**src/rtl/alu_request_frontend_pkg.sv**
```systemverilog
// Shared op codes, response error codes and FSM encoding for the ALU request front-end.
package alu_request_frontend_pkg;

    localparam logic [2:0] OP_AND = 3'b000;
    localparam logic [2:0] OP_OR  = 3'b001;
    localparam logic [2:0] OP_XOR = 3'b010;
    localparam logic [2:0] OP_ADD = 3'b011;
    localparam logic [2:0] OP_SUB = 3'b100;
    localparam logic [2:0] OP_MUL = 3'b101;
    localparam logic [2:0] OP_DIV = 3'b110;
    localparam logic [2:0] OP_ILL = 3'b111;

    localparam logic [1:0] ERR_OK      = 2'b00;
    localparam logic [1:0] ERR_ILL     = 2'b01;
    localparam logic [1:0] ERR_TIMEOUT = 2'b10;
    localparam logic [1:0] ERR_DIV0    = 2'b11;

    typedef enum logic [1:0] {
        ST_IDLE   = 2'd0,
        ST_LAUNCH = 2'd1,
        ST_WAIT   = 2'd2,
        ST_RESP   = 2'd3
    } state_t;

    // Screens a request before launch; ERR_OK means it may go to the sequencer.
    function automatic logic [1:0] screen_err(input logic [2:0] op, input logic b_is_zero);
        if (op == OP_ILL) begin
            return ERR_ILL;
        end
        if ((op == OP_DIV) && b_is_zero) begin
            return ERR_DIV0;
        end
        return ERR_OK;
    endfunction

endpackage

```
**src/rtl/alu_request_frontend_if.sv**
```systemverilog
// Request, sequencer and response signals of the ALU front-end.
interface alu_request_frontend_if #(
    parameter int unsigned W = 8
);
    logic           req_valid;
    logic           req_ready;
    logic [2:0]     req_op;
    logic [W-1:0]   req_a;
    logic [W-1:0]   req_b;
    logic [2:0]     alu_op;
    logic [W-1:0]   alu_a;
    logic [W-1:0]   alu_b;
    logic           begin_signal;
    logic           end_signal;
    logic [2*W-1:0] alu_result;
    logic           rsp_valid;
    logic           rsp_ready;
    logic [2*W-1:0] rsp_data;
    logic [1:0]     rsp_err;
    logic           busy;

    modport master (
        output req_valid, req_op, req_a, req_b, end_signal, alu_result, rsp_ready,
        input  req_ready, alu_op, alu_a, alu_b, begin_signal, rsp_valid, rsp_data, rsp_err, busy
    );

    modport slave (
        input  req_valid, req_op, req_a, req_b, end_signal, alu_result, rsp_ready,
        output req_ready, alu_op, alu_a, alu_b, begin_signal, rsp_valid, rsp_data, rsp_err, busy
    );
endinterface

```
**src/rtl/alu_request_frontend_fifo.sv**
```systemverilog
// Synchronous FIFO holding queued {op, a, b} requests; accepts push when full if popping.
module alu_request_frontend_fifo #(
    parameter int unsigned WIDTH = 19,
    parameter int unsigned DEPTH = 2
) (
    input  logic                       clk,
    input  logic                       reset,
    input  logic                       push,
    input  logic                       pop,
    input  logic [WIDTH-1:0]           wdata,
    output logic [WIDTH-1:0]           rdata,
    output logic                       full,
    output logic                       empty,
    output logic [$clog2(DEPTH):0]     count
);
    localparam int unsigned AW = $clog2(DEPTH);
    localparam int unsigned CW = AW + 1;

    logic [WIDTH-1:0] mem [DEPTH];
    logic [AW-1:0]    wr_ptr;
    logic [AW-1:0]    rd_ptr;
    logic [CW-1:0]    cnt;
    logic             do_push;
    logic             do_pop;

    assign do_push = push && (!full || pop);
    assign do_pop  = pop && !empty;
    assign full    = (cnt == CW'(DEPTH));
    assign empty   = (cnt == '0);
    assign count   = cnt;
    assign rdata   = mem[rd_ptr];

    // Storage array, no reset needed since cnt gates visibility.
    always_ff @(posedge clk) begin
        if (do_push) begin
            mem[wr_ptr] <= wdata;
        end
    end

    // Pointers wrap naturally at power-of-two depth; count tracks occupancy.
    always_ff @(posedge clk) begin
        if (!reset) begin
            wr_ptr <= '0;
            rd_ptr <= '0;
            cnt    <= '0;
        end else begin
            if (do_push) begin
                wr_ptr <= wr_ptr + AW'(1);
            end
            if (do_pop) begin
                rd_ptr <= rd_ptr + AW'(1);
            end
            case ({do_push, do_pop})
                2'b10:   cnt <= cnt + CW'(1);
                2'b01:   cnt <= cnt - CW'(1);
                default: cnt <= cnt;
            endcase
        end
    end
endmodule

```
**src/rtl/alu_request_frontend.sv**
```systemverilog
// Queues ALU requests, launches one operation at a time, screens errors and times out hangs.
module alu_request_frontend
    import alu_request_frontend_pkg::*;
#(
    parameter int unsigned W       = 8,
    parameter int unsigned DEPTH   = 2,
    parameter int unsigned TIMEOUT = 64
) (
    input  logic                 clk,
    input  logic                 reset,
    alu_request_frontend_if.slave bus
);
    localparam int unsigned ENTRY_W = 2 * W + 3;
    localparam int unsigned CNT_W   = $clog2(DEPTH) + 1;
    localparam int unsigned WD_W    = $clog2(TIMEOUT) + 1;

    logic               push_c;
    logic               pop_c;
    logic               fifo_full;
    logic               fifo_empty;
    logic [CNT_W-1:0]   fifo_count;
    logic [ENTRY_W-1:0] head;
    logic [2:0]         head_op;
    logic [W-1:0]       head_a;
    logic [W-1:0]       head_b;
    logic [1:0]         head_err_c;

    state_t             state_q, state_d;
    logic               begin_q, begin_d;
    logic               rsp_valid_q, rsp_valid_d;
    logic [2*W-1:0]     rsp_data_q, rsp_data_d;
    logic [1:0]         rsp_err_q, rsp_err_d;
    logic [2:0]         alu_op_q, alu_op_d;
    logic [W-1:0]       alu_a_q, alu_a_d;
    logic [W-1:0]       alu_b_q, alu_b_d;
    logic [WD_W-1:0]    wdog_q, wdog_d;

    assign push_c = bus.req_valid && !fifo_full;

    alu_request_frontend_fifo #(
        .WIDTH (ENTRY_W),
        .DEPTH (DEPTH)
    ) u_fifo (
        .clk   (clk),
        .reset (reset),
        .push  (push_c),
        .pop   (pop_c),
        .wdata ({bus.req_op, bus.req_a, bus.req_b}),
        .rdata (head),
        .full  (fifo_full),
        .empty (fifo_empty),
        .count (fifo_count)
    );

    assign {head_op, head_a, head_b} = head;
    assign head_err_c = screen_err(head_op, head_b == '0);

    // Next-state and next-output logic for the launch/wait/response sequence.
    always_comb begin
        state_d     = state_q;
        pop_c       = 1'b0;
        begin_d     = 1'b0;
        rsp_valid_d = rsp_valid_q;
        rsp_data_d  = rsp_data_q;
        rsp_err_d   = rsp_err_q;
        alu_op_d    = alu_op_q;
        alu_a_d     = alu_a_q;
        alu_b_d     = alu_b_q;
        wdog_d      = wdog_q;
        case (state_q)
            ST_IDLE: begin
                if (!fifo_empty) begin
                    pop_c = 1'b1;
                    if (head_err_c != ERR_OK) begin
                        rsp_err_d   = head_err_c;
                        rsp_data_d  = '0;
                        rsp_valid_d = 1'b1;
                        state_d     = ST_RESP;
                    end else begin
                        alu_op_d = head_op;
                        alu_a_d  = head_a;
                        alu_b_d  = head_b;
                        begin_d  = 1'b1;
                        state_d  = ST_LAUNCH;
                    end
                end
            end
            ST_LAUNCH: begin
                wdog_d  = '0;
                state_d = ST_WAIT;
            end
            ST_WAIT: begin
                // Completion wins over a coincident watchdog expiry.
                if (bus.end_signal) begin
                    rsp_data_d  = bus.alu_result;
                    rsp_err_d   = ERR_OK;
                    rsp_valid_d = 1'b1;
                    state_d     = ST_RESP;
                end else if (wdog_q == WD_W'(TIMEOUT - 1)) begin
                    rsp_data_d  = '0;
                    rsp_err_d   = ERR_TIMEOUT;
                    rsp_valid_d = 1'b1;
                    state_d     = ST_RESP;
                end else if (wdog_q != {WD_W{1'b1}}) begin
                    wdog_d = wdog_q + WD_W'(1);
                end
            end
            ST_RESP: begin
                if (bus.rsp_ready) begin
                    rsp_valid_d = 1'b0;
                    state_d     = ST_IDLE;
                end
            end
            default: state_d = ST_IDLE;
        endcase
    end

    // State and registered outputs.
    always_ff @(posedge clk) begin
        if (!reset) begin
            state_q     <= ST_IDLE;
            begin_q     <= 1'b0;
            rsp_valid_q <= 1'b0;
            rsp_data_q  <= '0;
            rsp_err_q   <= ERR_OK;
            alu_op_q    <= '0;
            alu_a_q     <= '0;
            alu_b_q     <= '0;
            wdog_q      <= '0;
        end else begin
            state_q     <= state_d;
            begin_q     <= begin_d;
            rsp_valid_q <= rsp_valid_d;
            rsp_data_q  <= rsp_data_d;
            rsp_err_q   <= rsp_err_d;
            alu_op_q    <= alu_op_d;
            alu_a_q     <= alu_a_d;
            alu_b_q     <= alu_b_d;
            wdog_q      <= wdog_d;
        end
    end

    assign bus.req_ready    = !fifo_full;
    assign bus.busy         = (state_q != ST_IDLE) || (fifo_count != '0);
    assign bus.begin_signal = begin_q;
    assign bus.rsp_valid    = rsp_valid_q;
    assign bus.rsp_data     = rsp_data_q;
    assign bus.rsp_err      = rsp_err_q;
    assign bus.alu_op       = alu_op_q;
    assign bus.alu_a        = alu_a_q;
    assign bus.alu_b        = alu_b_q;
endmodule

```
**src/flat_wrapper.sv**
```systemverilog
// flat-port wrapper written by rule: the top's interface ports become plain ports
module alu_request_frontend_flat import alu_request_frontend_pkg::*;
#(
    parameter int unsigned W       = 8,
    parameter int unsigned DEPTH   = 2,
    parameter int unsigned TIMEOUT = 64
)
  (clk, reset, bus_req_valid, bus_req_op, bus_req_a, bus_req_b, bus_end_signal, bus_alu_result, bus_rsp_ready, bus_req_ready, bus_alu_op, bus_alu_a, bus_alu_b, bus_begin_signal, bus_rsp_valid, bus_rsp_data, bus_rsp_err, bus_busy);
  alu_request_frontend_if #(.W(W)) bus_i ();
  input  logic clk;
  input  logic reset;
  input wire logic [$bits(bus_i.req_valid)-1:0] bus_req_valid;
  input wire logic [$bits(bus_i.req_op)-1:0] bus_req_op;
  input wire logic [$bits(bus_i.req_a)-1:0] bus_req_a;
  input wire logic [$bits(bus_i.req_b)-1:0] bus_req_b;
  input wire logic [$bits(bus_i.end_signal)-1:0] bus_end_signal;
  input wire logic [$bits(bus_i.alu_result)-1:0] bus_alu_result;
  input wire logic [$bits(bus_i.rsp_ready)-1:0] bus_rsp_ready;
  output wire logic [$bits(bus_i.req_ready)-1:0] bus_req_ready;
  output wire logic [$bits(bus_i.alu_op)-1:0] bus_alu_op;
  output wire logic [$bits(bus_i.alu_a)-1:0] bus_alu_a;
  output wire logic [$bits(bus_i.alu_b)-1:0] bus_alu_b;
  output wire logic [$bits(bus_i.begin_signal)-1:0] bus_begin_signal;
  output wire logic [$bits(bus_i.rsp_valid)-1:0] bus_rsp_valid;
  output wire logic [$bits(bus_i.rsp_data)-1:0] bus_rsp_data;
  output wire logic [$bits(bus_i.rsp_err)-1:0] bus_rsp_err;
  output wire logic [$bits(bus_i.busy)-1:0] bus_busy;
  assign bus_i.req_valid = bus_req_valid;
  assign bus_i.req_op = bus_req_op;
  assign bus_i.req_a = bus_req_a;
  assign bus_i.req_b = bus_req_b;
  assign bus_i.end_signal = bus_end_signal;
  assign bus_i.alu_result = bus_alu_result;
  assign bus_i.rsp_ready = bus_rsp_ready;
  assign bus_req_ready = bus_i.req_ready;
  assign bus_alu_op = bus_i.alu_op;
  assign bus_alu_a = bus_i.alu_a;
  assign bus_alu_b = bus_i.alu_b;
  assign bus_begin_signal = bus_i.begin_signal;
  assign bus_rsp_valid = bus_i.rsp_valid;
  assign bus_rsp_data = bus_i.rsp_data;
  assign bus_rsp_err = bus_i.rsp_err;
  assign bus_busy = bus_i.busy;
  alu_request_frontend #(.W(W), .DEPTH(DEPTH), .TIMEOUT(TIMEOUT)) u_core (.clk(clk), .reset(reset), .bus(bus_i));
endmodule
```
**config.mk**
```make
export PLATFORM = sky130hd
export DESIGN_NAME = alu_request_frontend_flat
export DESIGN_NICKNAME = d
export VERILOG_FILES = /design/src/rtl/alu_request_frontend_pkg.sv /design/src/rtl/alu_request_frontend_if.sv /design/src/rtl/alu_request_frontend_fifo.sv /design/src/rtl/alu_request_frontend.sv /design/src/flat_wrapper.sv
export SDC_FILE = /design/constraint.sdc
export NUM_CORES = 1
export LEC_CHECK = 0
export BUFFER_PORTS_ARGS = -buffer_cell sky130_fd_sc_hd__buf_4
export CORE_ASPECT_RATIO = 1.1
export CORE_MARGIN = 3
export CORE_UTILIZATION = 46
export CTS_BUF_LIST = sky130_fd_sc_hd__clkbuf_4 sky130_fd_sc_hd__clkbuf_8
export CTS_CLUSTER_DIAMETER = 30
export DETAILED_ROUTE_END_ITERATION = 8
export PLACE_DENSITY_LB_ADDON = 0.3
export SLEW_MARGIN = 5
export SYNTH_ARGS = -nofsm -noshare
export SYNTH_HDL_FRONTEND = slang
export SYNTH_SLANG_ARGS = --single-unit
```
**constraint.sdc**
```tcl
create_clock -name clk -period 2.4 [get_ports clk]
set_input_delay 0.72 -clock clk [delete_from_list [all_inputs] [get_ports clk]]
set_output_delay 0.72 -clock clk [all_outputs]
set_load 0.01 [all_outputs]
```
======== Word level (Yosys, flattened, before mapping) ========
Memory sizes are Yosys's and may differ from the RTL's. A register that Yosys moved wholly into a read port is not among the register bits.
Cells that the tools add are included.
word-level totals
  register bits ........................... 52
  RAM bits ................................ 38
  input port bits ......................... 40
  output and inout port bits .............. 41
  memories kept ........................... 1
memories
  name               depth  width  read ports  clocked after memory_dff  wr ports  line                             source
  u_core.u_fifo.mem  2      19     1           1                         1         alu_request_frontend_fifo.sv:19  logic [WIDTH-1:0] mem [DEPTH];
cells by class
  add/sub/neg operators ................... 5
  equality and inequality tests ........... 17
  mux-type cells .......................... 41
  bitwise logic cells ..................... 4
  reduce and logical (&&, ||, !) cells .... 24
operators by type and width
  cell                                            number
  2-to-1 mux 16 bit                               4
  one-hot mux 16 bit (2 select lines)             1
  2-to-1 mux 2 bit                                13
  2-to-1 mux 7 bit                                3
  2-to-1 mux 1 bit                                15
  one-hot mux 7 bit (2 select lines)              1
  nonzero test 2 bit                              6
  == test 2 bit (second input constant)           4
  zero test 8 bit                                 1
  != test 2 bit (second input constant)           4
  one-hot mux 2 bit (2 select lines)              2
  one-hot mux 2 bit (4 select lines)              1
  AND reduction 4 bit                             2
  adder 7 x 1 -> 7 bit (second input constant)    1
  == test 7 x 6 -> 1 bit (second input constant)  1
  != test 7 bit (second input constant)           1
  == test 3 bit (second input constant)           2
  AND reduction 3 bit                             2
  AND reduction 5 bit                             1
  == test 2 x 1 -> 1 bit (second input constant)  2
  logical AND 1 bit                               4
  zero test 2 bit                                 2
  != test 2 x 1 -> 1 bit (second input constant)  2
  NOT 1 bit                                       4
  other kinds (9)                                 12

======== Logic depth before layout (Yosys ltp) ========
Gate-level depths: netlist of the first run.
  depth in word-level cells ............... 10
  mapped depth ............................ 9
  gate-level depth less buffers ........... 8

======== By module ========
A second synthesis of the first run with hierarchy kept.
second synthesis, totals
  cell total of the unflattened synthesis .. 338
  area total of the unflattened synthesis .. 3728.6 um2
modules (own cells, without submodules)
  module                     instances  cells each  area each (um2)
  alu_request_frontend       1          253         2128.3
  alu_request_frontend_fifo  1          85          1600.3

======== Worst setup path before layout of the first run ========
No wires, ideal clock.
  path type ............................... input to register
  from .................................... in bus_req_valid
  to ...................................... mem u_core.u_fifo.mem[0][0], enable pin
  library setup time ...................... 396 ps
  arrival time ............................ 1643 ps
  required time ........................... 2004 ps
  setup slack ............................. 361 ps
  stages on the path ...................... 2
  path buffers ............................ 0
  path through ............................ nand2_1 -> nor2_1
on the way
  longest elaborated chain between the ends .. 4
RTL lines
  element                                 line                             source
  start: declaration                      flat_wrapper.sv:12               input wire logic [$bits(bus_i.req_valid)-1:0] bus_req_valid;
  logical AND 1 bit                       alu_request_frontend.sv:38       assign push_c = bus.req_valid && !fifo_full;
  logical AND 1 bit                       alu_request_frontend_fifo.sv:26  assign do_push = push && (!full || pop);
  2-to-1 mux 1 bit                        alu_request_frontend_fifo.sv:35  if (do_push) begin
  2-to-1 mux 1 bit (implied by the code)  alu_request_frontend_fifo.sv:36  mem[wr_ptr] <= wdata;
  end: declaration                        alu_request_frontend_fifo.sv:19
No other way between the ends.

==> out/summary.json, run 1 <==
{
  "status": {
    "run_status": "finished clean"
  },
  "yosys": {
    "synth_seq_area_share_pct": 61.37,
    "synth.top_cells.by_area": "edfxtp_1 (32%), dfxtp_1 (30%), mux2i_1 (5.0%)",
    "mappedNetlistNets": 358,
    "syn_area_per_cell_sq_um": 11.58,
    "synth_area_sq_um": 3588,
    "synth.yosys.warnings": 0,
    "synth_top_area_share_pct": 31.80,
    "yosys.cell_types.count": 44,
    "syn-instance-count": 310,
    "yosysTopAreaCell": "edfxtp_1",
    "postSynthRegisterBits": 91
  },
  "final_layout": {
    "area_growth_pct": 26.74,
    "antenna_cells": 0,
    "fraction_of_final_layout_cells_sized_beyond_drive_strength_1_pct": 28.21,
    "final_core_util_pct": 60.52,
    "final_nets": 440,
    "layout_commonest_cell": "buf_4",
    "mostFrequentLayoutCells": "buf_4 (87), dfxtp_1 (53), nand2_1 (48)"
  },
  "route": {
    "wl_per_cell_um": 14.46,
    "drt_wl_total_um": 7257,
    "route.detailed.drc": 0,
    "dr_total_vias": 2518,
    "drt_first_pass_iters": 4,
    "route.antenna.remaining_nets": 0,
    "drt_iter0_drc": 85,
    "post_drt_via_cell_ratio": 5.016
  },
  "place": {
    "port_buffers": 80,
    "place.gp.congestion": 0.8558,
    "place_ws_ns": 0.1916,
    "place_hpwl_um": 5020
  },
  "sta": {
    "grt_setup_unrepaired": "no",
    "achievable-frequency_mhz": 445.4,
    "postLayoutSetupSlackWorst_ns": 0.1548,
    "timing.max_slew.rel_slack_pct": 57.10,
    "skew_ns": 0.01337,
    "portion_of_the_clock_cycle_consumed_by_the_worst_path_in_the_final_layout_pct": 93.55,
    "setup_viol": 0,
    "period_minus_slack_ns": 2.245,
    "timing.final.hold_violations": 0,
    "timing_worst_slew_pin_value_ns": 0.6367,
    "setup_tns_ns": 0,
    "final-max-slew-violation-count": 0
  },
  "critical_path": {
    "worstRegToRegCells": 6,
    "rr_endpoint": "u_core.bus.rsp_valid",
    "critPathMaxFanout": 4,
    "rr_startpoint": "u_core.u_fifo.mem[1][7]",
    "setup_crit_path_kind": "register to register",
    "worstSetupEndpointType": "register",
    "critPathRequiredTime_ns": 2.67,
    "ff2ff_setup_slack_ns": 0.15,
    "cp_data_arrival_time_ns": 2.51,
    "kind_of_start_point_of_the_critical_path": "register"
  },
  "clock_network": {
    "cts_inserted_buffers": 9,
    "cts.root.buffer_cell": "clkbuf_8",
    "tritoncts_sink_count": 91,
    "cts.reportedPaths.clkPinSlew_ns": 0.09,
    "cts_htree_levels": 3,
    "cts_setup_buffers": 0,
    "max_clock_buf_depth": 2,
    "clock_insertion_delay_worst_skew_ns": 0.35,
    "cts_tree": "yes"
  },
  "grt": {
    "grt_pass1_vias": 2468,
    "wire_length_of_the_first_global_routing_pass_um": 12090,
    "gr_util_all_layers_pct": 16.82,
    "gr-total-overflow": 0,
    "grt_max_degree": 40,
    "grt_antenna_before_repair": 0
  },
  "power_and_ir_drop": {
    "swShare_pct": 33.66,
    "power_per_cell_area_nw_per_um2": 1078,
    "sequentialPowerShare_pct": 43.5,
    "max-vdd-ir-drop_mv": 0.7195,
    "power.total_mw": 4.905,
    "cell_internal_pwr_mw": 3.254,
    "net-switching-power_mw": 1.651,
    "relative_contribution_of_combinational_cells_to_total_power_pct": 34.8,
    "static-leakage-power_nw": 1.938,
    "share_clk_of_total_power_pct": 21.7
  },
  "floorplanning": {
    "floorplan.die_area_sq_um": 8898,
    "die_width_um": 90.21,
    "starting_density_of_the_core_pct": 47.75,
    "placementRows": 33,
    "top_level_port_count": 81,
    "floorplan.die.height_um": 98.64,
    "core-area_sq_um": 7515
  },
  "job": {
    "maxCapViolCount": 0
  },
  "worst_hold_path": {
    "holdCritPathClass": "register to register",
    "timing.hold.worst.start": "u_core.bus.alu_b[6]",
    "worst_hold_path.endpoint": "u_core.bus.alu_b[6]",
    "holdPathStages": 2
  }
}
## cell type report
| class | instances | area [sq um] |
|---|---|---|
| clock buffer | 10 | 131.4 |
| clock inverter | 6 | 75.07 |
| fill | 671 | 2967 |
| inverter | 7 | 26.28 |
| multi-input combinational | 195 | 1309 |
| sequential | 91 | 2202 |
| tap | 105 | 131.4 |
| timing repair buffer | 88 | 673.1 |
## logic make-up (layout without fill, tap and decap cells)
kind of cell	after synthesis	in the layout	synth area share, %
flops	91	91	61.37
buf+inv	24	111	2.929
fa+ha+maj	8	8	2.790
xor+xnor	7	7	1.709
compound gates	59	59	12.55
simple gates	102	102	13.32
mux	19	19	5.335
## repair_timing
item | 4_1_cts | 5_1_grt
hold buffers | 0 | 0
resized for setup | 1 | 3
endpoints found under the setup margin | 1 | 1
## stage by stage
step                      std cells  hold slack, ns  cell area (sq um)
final                           502          0.4571               4548
after global placement          486          0.4437               4330
after CTS                       502          0.4596               4542
after floorplan                 310          0.4536               3588
after global routing            502          0.4797               4548
after detailed placement        486          0.4479               4330
## state kept, by name (all words and copies together) (netlist names), named ones only
name                     count
u_core.u_fifo.count          2
u_core.bus.rsp_valid         1
u_core.bus.alu_b             8
u_core.bus.alu_a             8
u_core.bus.rsp_err           2
u_core.u_fifo.wr_ptr         1
u_core.bus.alu_op            3
u_core.u_fifo.mem           38
u_core.wdog_q                7
u_core.bus.begin_signal      1
u_core.state_q               2
u_core.bus.rsp_data         16
u_core.u_fifo.rd_ptr         1
## power by group through the flow
| stage | Sequential, mW | Combinational [mW] | Clock (mW) |
|---|---|---|---|
| floorplan | 2.20 | 1.00 | 0 |
| global placement | 2.15 | 1.67 | 0 |
| detailed placement | 2.16 | 1.71 | 0 |
| CTS | 2.13 | 1.72 | 1.09 |
| global route | 2.17 | 1.90 | 1.16 |
| finish | 2.13 | 1.71 | 1.06 |
## critical path, cell delays in order, from the launching register on
cell and delay, ns:
edfxtp_1 0.41, or4b_1 0.54, o22a_1 0.24, a211oi_4 0.30, nor2_1 0.12, a211oi_1 0.30
mux2i_1 0.24
## cell usage after synthesis
cell / n
nor2b_1: 3
a21boi_0: 1
nor3_1: 2
o211a_1: 17
inv_1: 7
nand3_1: 20
o31a_1: 1
a21o_1: 1
o311a_1: 1
and2_1: 6
a31o_1: 1
o31ai_2: 1
xor2_1: 4
clkbuf_1: 11
or3_1: 2
o21ai_1: 18
nor2_1: 7
nand2_1: 48
or4b_1: 1
buf_1: 1
xnor2_1: 3
nand4_1: 2
o21a_1: 2
o22a_1: 1
a211oi_1: 3
edfxtp_1: 38
a32o_1: 1
or4_1: 1
buf_6: 1
a21oi_1: 1
ha_1: 8
dfxtp_1: 53
nand2b_1: 2
mux2_2: 1
a21boi_1: 1
nor4_1: 2
a22oi_1: 1
and3_1: 6
buf_4: 1
o21ai_0: 6
a211oi_4: 1
a211o_1: 1
buf_2: 3
mux2i_1: 18
## metal layers
layer | GRT usage, % | vias to the layer above | routed length [um]
met5 | 0 | - | 0
met4 | 5.183 | 0 | 93
met3 | 5.420 | 10 | 411
met2 | 27.82 | 64 | 3559
met1 | 21.14 | 1169 | 3192
li1 | - | 1275 | -
## worst max path at each step
| stage | from | to | slack [ns] | depth (start not counted) |
|---|---|---|---|---|
| after detailed placement | u_core.u_fifo.mem[1][7] | u_core.bus.rsp_valid | 0.19 | 6 |
| after global placement | u_core.u_fifo.mem[1][7] | u_core.bus.rsp_valid | 0.30 | 6 |
| after global routing | u_core.state_q[0] | bus_busy | 0.02 | 6 |
| after CTS | u_core.state_q[1] | bus_busy | 0.07 | 6 |
| final | u_core.u_fifo.mem[1][7] | u_core.bus.rsp_valid | 0.15 | 6 |
| after floorplan | bus_req_valid | u_core.u_fifo.mem[0][0] | 0.36 | 2 |
Note: power is estimated with default switching activity, not from simulation.
==> inputs of run 2 (changes only) <==
--- a/config.mk
+++ b/config.mk
@@ -5,6 +5,7 @@
 export SDC_FILE = /design/constraint.sdc
 export NUM_CORES = 1
 export LEC_CHECK = 0
+export ABC_AREA = 1
 export BUFFER_PORTS_ARGS = -buffer_cell sky130_fd_sc_hd__buf_4
 export CORE_ASPECT_RATIO = 1.1
 export CORE_MARGIN = 3
==> run 2 against run 1 <==
Effect of this change: worst setup slack gained 0.084 ns; die area grew 13%; fmax grew 3.9%; critical path depth shrank 2; clock power is essentially flat; first-iteration DRC count grew 71%; combinational power grew 69%; cell area grew 10%; cell count grew 38%; area after synthesis grew 14%; flip-flop and latch count is the same; count of clock-buffer cells in the layout grew 2; largest cell class unchanged; largest power group is now combinational logic.
==> out/summary.json, run 2 <==
{
  "route": {
    "route.detailed.drc": 0,
    "post_drt_via_cell_ratio": 4.553,
    "dr_total_vias": 3155,
    "drt_wl_total_um": 7860,
    "wl_per_cell_um": 11.34,
    "route.antenna.remaining_nets": 0,
    "drt_first_pass_iters": 4,
    "drt_iter0_drc": 145
  },
  "yosys": {
    "yosysTopAreaCell": "edfxtp_1",
    "synth_commonest_cells": "nand2_1 (143), inv_1 (81), nor2_1 (70)",
    "synth_most_common_cell": "nand2_1",
    "synth_seq_area_share_pct": 53.76,
    "syn-instance-count": 493,
    "postSynthRegisterBits": 91,
    "synth-main-ff-cell": "dfxtp_1",
    "yosys.cell_types.count": 28,
    "synth_top_area_share_pct": 27.86,
    "synth.yosys.warnings": 0,
    "syn_area_per_cell_sq_um": 8.309,
    "synth-edff-count": 38,
    "synth_area_sq_um": 4096,
    "synth.top_cells.by_area": "edfxtp_1 (28%), dfxtp_1 (26%), nand2_1 (13%)",
    "async_reset_ff_share_pct": 0,
    "mappedNetlistNets": 541
  },
  "critical_path": {
    "critPathRequiredTime_ns": 1.68,
    "critPathMaxFanout": 5,
    "cp_cell_sequence": "inv_1, ha_1, nand2_1, buf_4",
    "cp_data_arrival_time_ns": 1.44,
    "rr_endpoint": "u_core.bus.alu_op[0]",
    "worst_setup_path_startpoint": "u_core.state_q[1]",
    "worstRegToRegCells": 11,
    "critical_path.slowest_cell": "dfxtp_1",
    "crit_end": "bus_busy",
    "worst_path_largest_cell_delay_ns": 0.33,
    "worstSetupEndpointType": "output pin",
    "setup_crit_path_kind": "register to output pin",
    "kind_of_start_point_of_the_critical_path": "register",
    "ff2ff_setup_slack_ns": 0.44
  },
  "sta": {
    "period_minus_slack_ns": 2.161,
    "skew_ns": 0.01042,
    "final-max-slew-violation-count": 0,
    "timing.final.hold_violations": 0,
    "setup_tns_ns": 0,
    "grt_setup_unrepaired": "no",
    "setup_viol": 0,
    "timing_worst_slew_pin_value_ns": 0.5510,
    "timing.max_slew.rel_slack_pct": 63.22,
    "portion_of_the_clock_cycle_consumed_by_the_worst_path_in_the_final_layout_pct": 90.04,
    "postLayoutSetupSlackWorst_ns": 0.2390,
    "achievable-frequency_mhz": 462.7
  },
  "floorplanning": {
    "floorplan.die_area_sq_um": 10080,
    "floorplan.die.height_um": 105.0,
    "placementRows": 35,
    "top_level_port_count": 81,
    "core-area_sq_um": 8539,
    "die_width_um": 95.98,
    "starting_density_of_the_core_pct": 47.97
  },
  "clock_network": {
    "cts.root.buffer_cell": "clkbuf_8",
    "clock_insertion_delay_worst_skew_ns": 0.35,
    "cts_hold_buffers": 0,
    "cts_resized": 0,
    "cts_tree": "yes",
    "cts.reportedPaths.clkPinSlew_ns": 0.08,
    "cts_htree_levels": 3,
    "cts_inserted_buffers": 9,
    "tritoncts_sink_count": 91,
    "cts_setup_buffers": 0,
    "max_clock_buf_depth": 2
  },
  "grt": {
    "grt_antenna_before_repair": 0,
    "grt_max_degree": 29,
    "gr_util_all_layers_pct": 16.50,
    "grt_pass1_vias": 3021,
    "wire_length_of_the_first_global_routing_pass_um": 13170,
    "gr-total-overflow": 0
  },
  "final_layout": {
    "antenna_cells": 0,
    "largest_register_ffs": 38,
    "mostFrequentLayoutCells": "nand2_1 (143), buf_4 (87), inv_1 (81)",
    "area_growth_pct": 22.11,
    "layout_commonest_cell": "nand2_1",
    "final_nets": 625,
    "fraction_of_final_layout_cells_sized_beyond_drive_strength_1_pct": 24.23,
    "register_with_the_most_flip_flops": "u_core.u_fifo.mem"
  },
  "status": {
    "run_status": "finished clean"
  },
  "worst_hold_path": {
    "holdCritPathClass": "register to register"
  },
  "place": {
    "place.gp.congestion": 0.8282,
    "port_buffers": 80,
    "place_hpwl_um": 5686,
    "place_ws_ns": 0.4438
  },
  "power_and_ir_drop": {
    "max-vdd-ir-drop_mv": 0.5088,
    "static-leakage-power_nw": 2.437,
    "power_per_cell_area_nw_per_um2": 1248
  },
  "job": {
    "maxCapViolCount": 0
  }
}
-- run 2: worst min path at each step --
| stage | startpoint | end | slack (ns) | depth (start not counted) |
|---|---|---|---|---|
| after global routing | u_core.wdog_q[6] | u_core.wdog_q[6] | 0.48 | 2 |
| after global placement | u_core.wdog_q[6] | u_core.wdog_q[6] | 0.43 | 2 |
| after floorplan | u_core.wdog_q[6] | u_core.wdog_q[6] | 0.42 | 2 |
| after CTS | u_core.wdog_q[6] | u_core.wdog_q[6] | 0.45 | 2 |
| after detailed placement | u_core.wdog_q[6] | u_core.wdog_q[6] | 0.44 | 2 |
| final | u_core.wdog_q[6] | u_core.wdog_q[6] | 0.45 | 2 |
-- run 2: layout make-up --
| cell class | count | area (sq um) |
|---|---|---|
| Clock buffer | 12 | 152.6 |
| Sequential cell | 91 | 2202 |
| Multi-Input combinational cell | 304 | 1471 |
| Clock inverter | 4 | 50.05 |
| Fill cell | 786 | 3537 |
| Inverter | 83 | 314.1 |
| Timing Repair Buffer | 88 | 673.1 |
| Tap cell | 111 | 138.9 |
-- run 2: where the power goes --
part | internal, mW | switching (mW) | total, mW
combinational | 1.15 | 1.74 | 2.89
sequential | 2.09 | 0.225 | 2.31
clock | 0.534 | 0.510 | 1.04
-- run 2: routing by layer --
metal	up-vias	routed length, um	track usage (%)
met1	1400	3310	19.15
li1	1672	-	-
met5	-	0	0
met2	77	3976	29.31
met3	6	523	4.608
met4	0	50	4.268
-- run 2: kinds of logic (layout without fill, tap and decap cells) --
kind of cell / Yosys count / count (layout) / synth area share [%]
AOI/OAI and AO/OA: 32 / 32 / 5.834
adders and majority gates: 8 / 8 / 2.444
buffers and inverters: 98 / 187 / 10.45
DFF: 91 / 91 / 53.76
and+or+nand+nor: 264 / 264 / 27.52
-- run 2: critical path, delay by kind of cell (launching register included) --
kind	cells	cell delay (ns)
buf+inv	2	0.32
flops	1	0.33
fa+ha+maj	1	0.30
simple gates	1	0.14
-- run 2: metrics by stage --
step	hold slack, ns	instances	power, mW	area [sq um]	utilization, %
6_report	0.4482	693	6.241	5002	58.58
5_1_grt	0.4769	693	6.796	5002	58.58
4_1_cts	0.4510	693	6.321	5002	58.58
3_5_place_dp	0.4406	677	5.263	4800	56.21
3_3_place_gp	0.4299	677	5.184	4800	56.21
2_1_floorplan	0.4165	493	4.357	4096	-
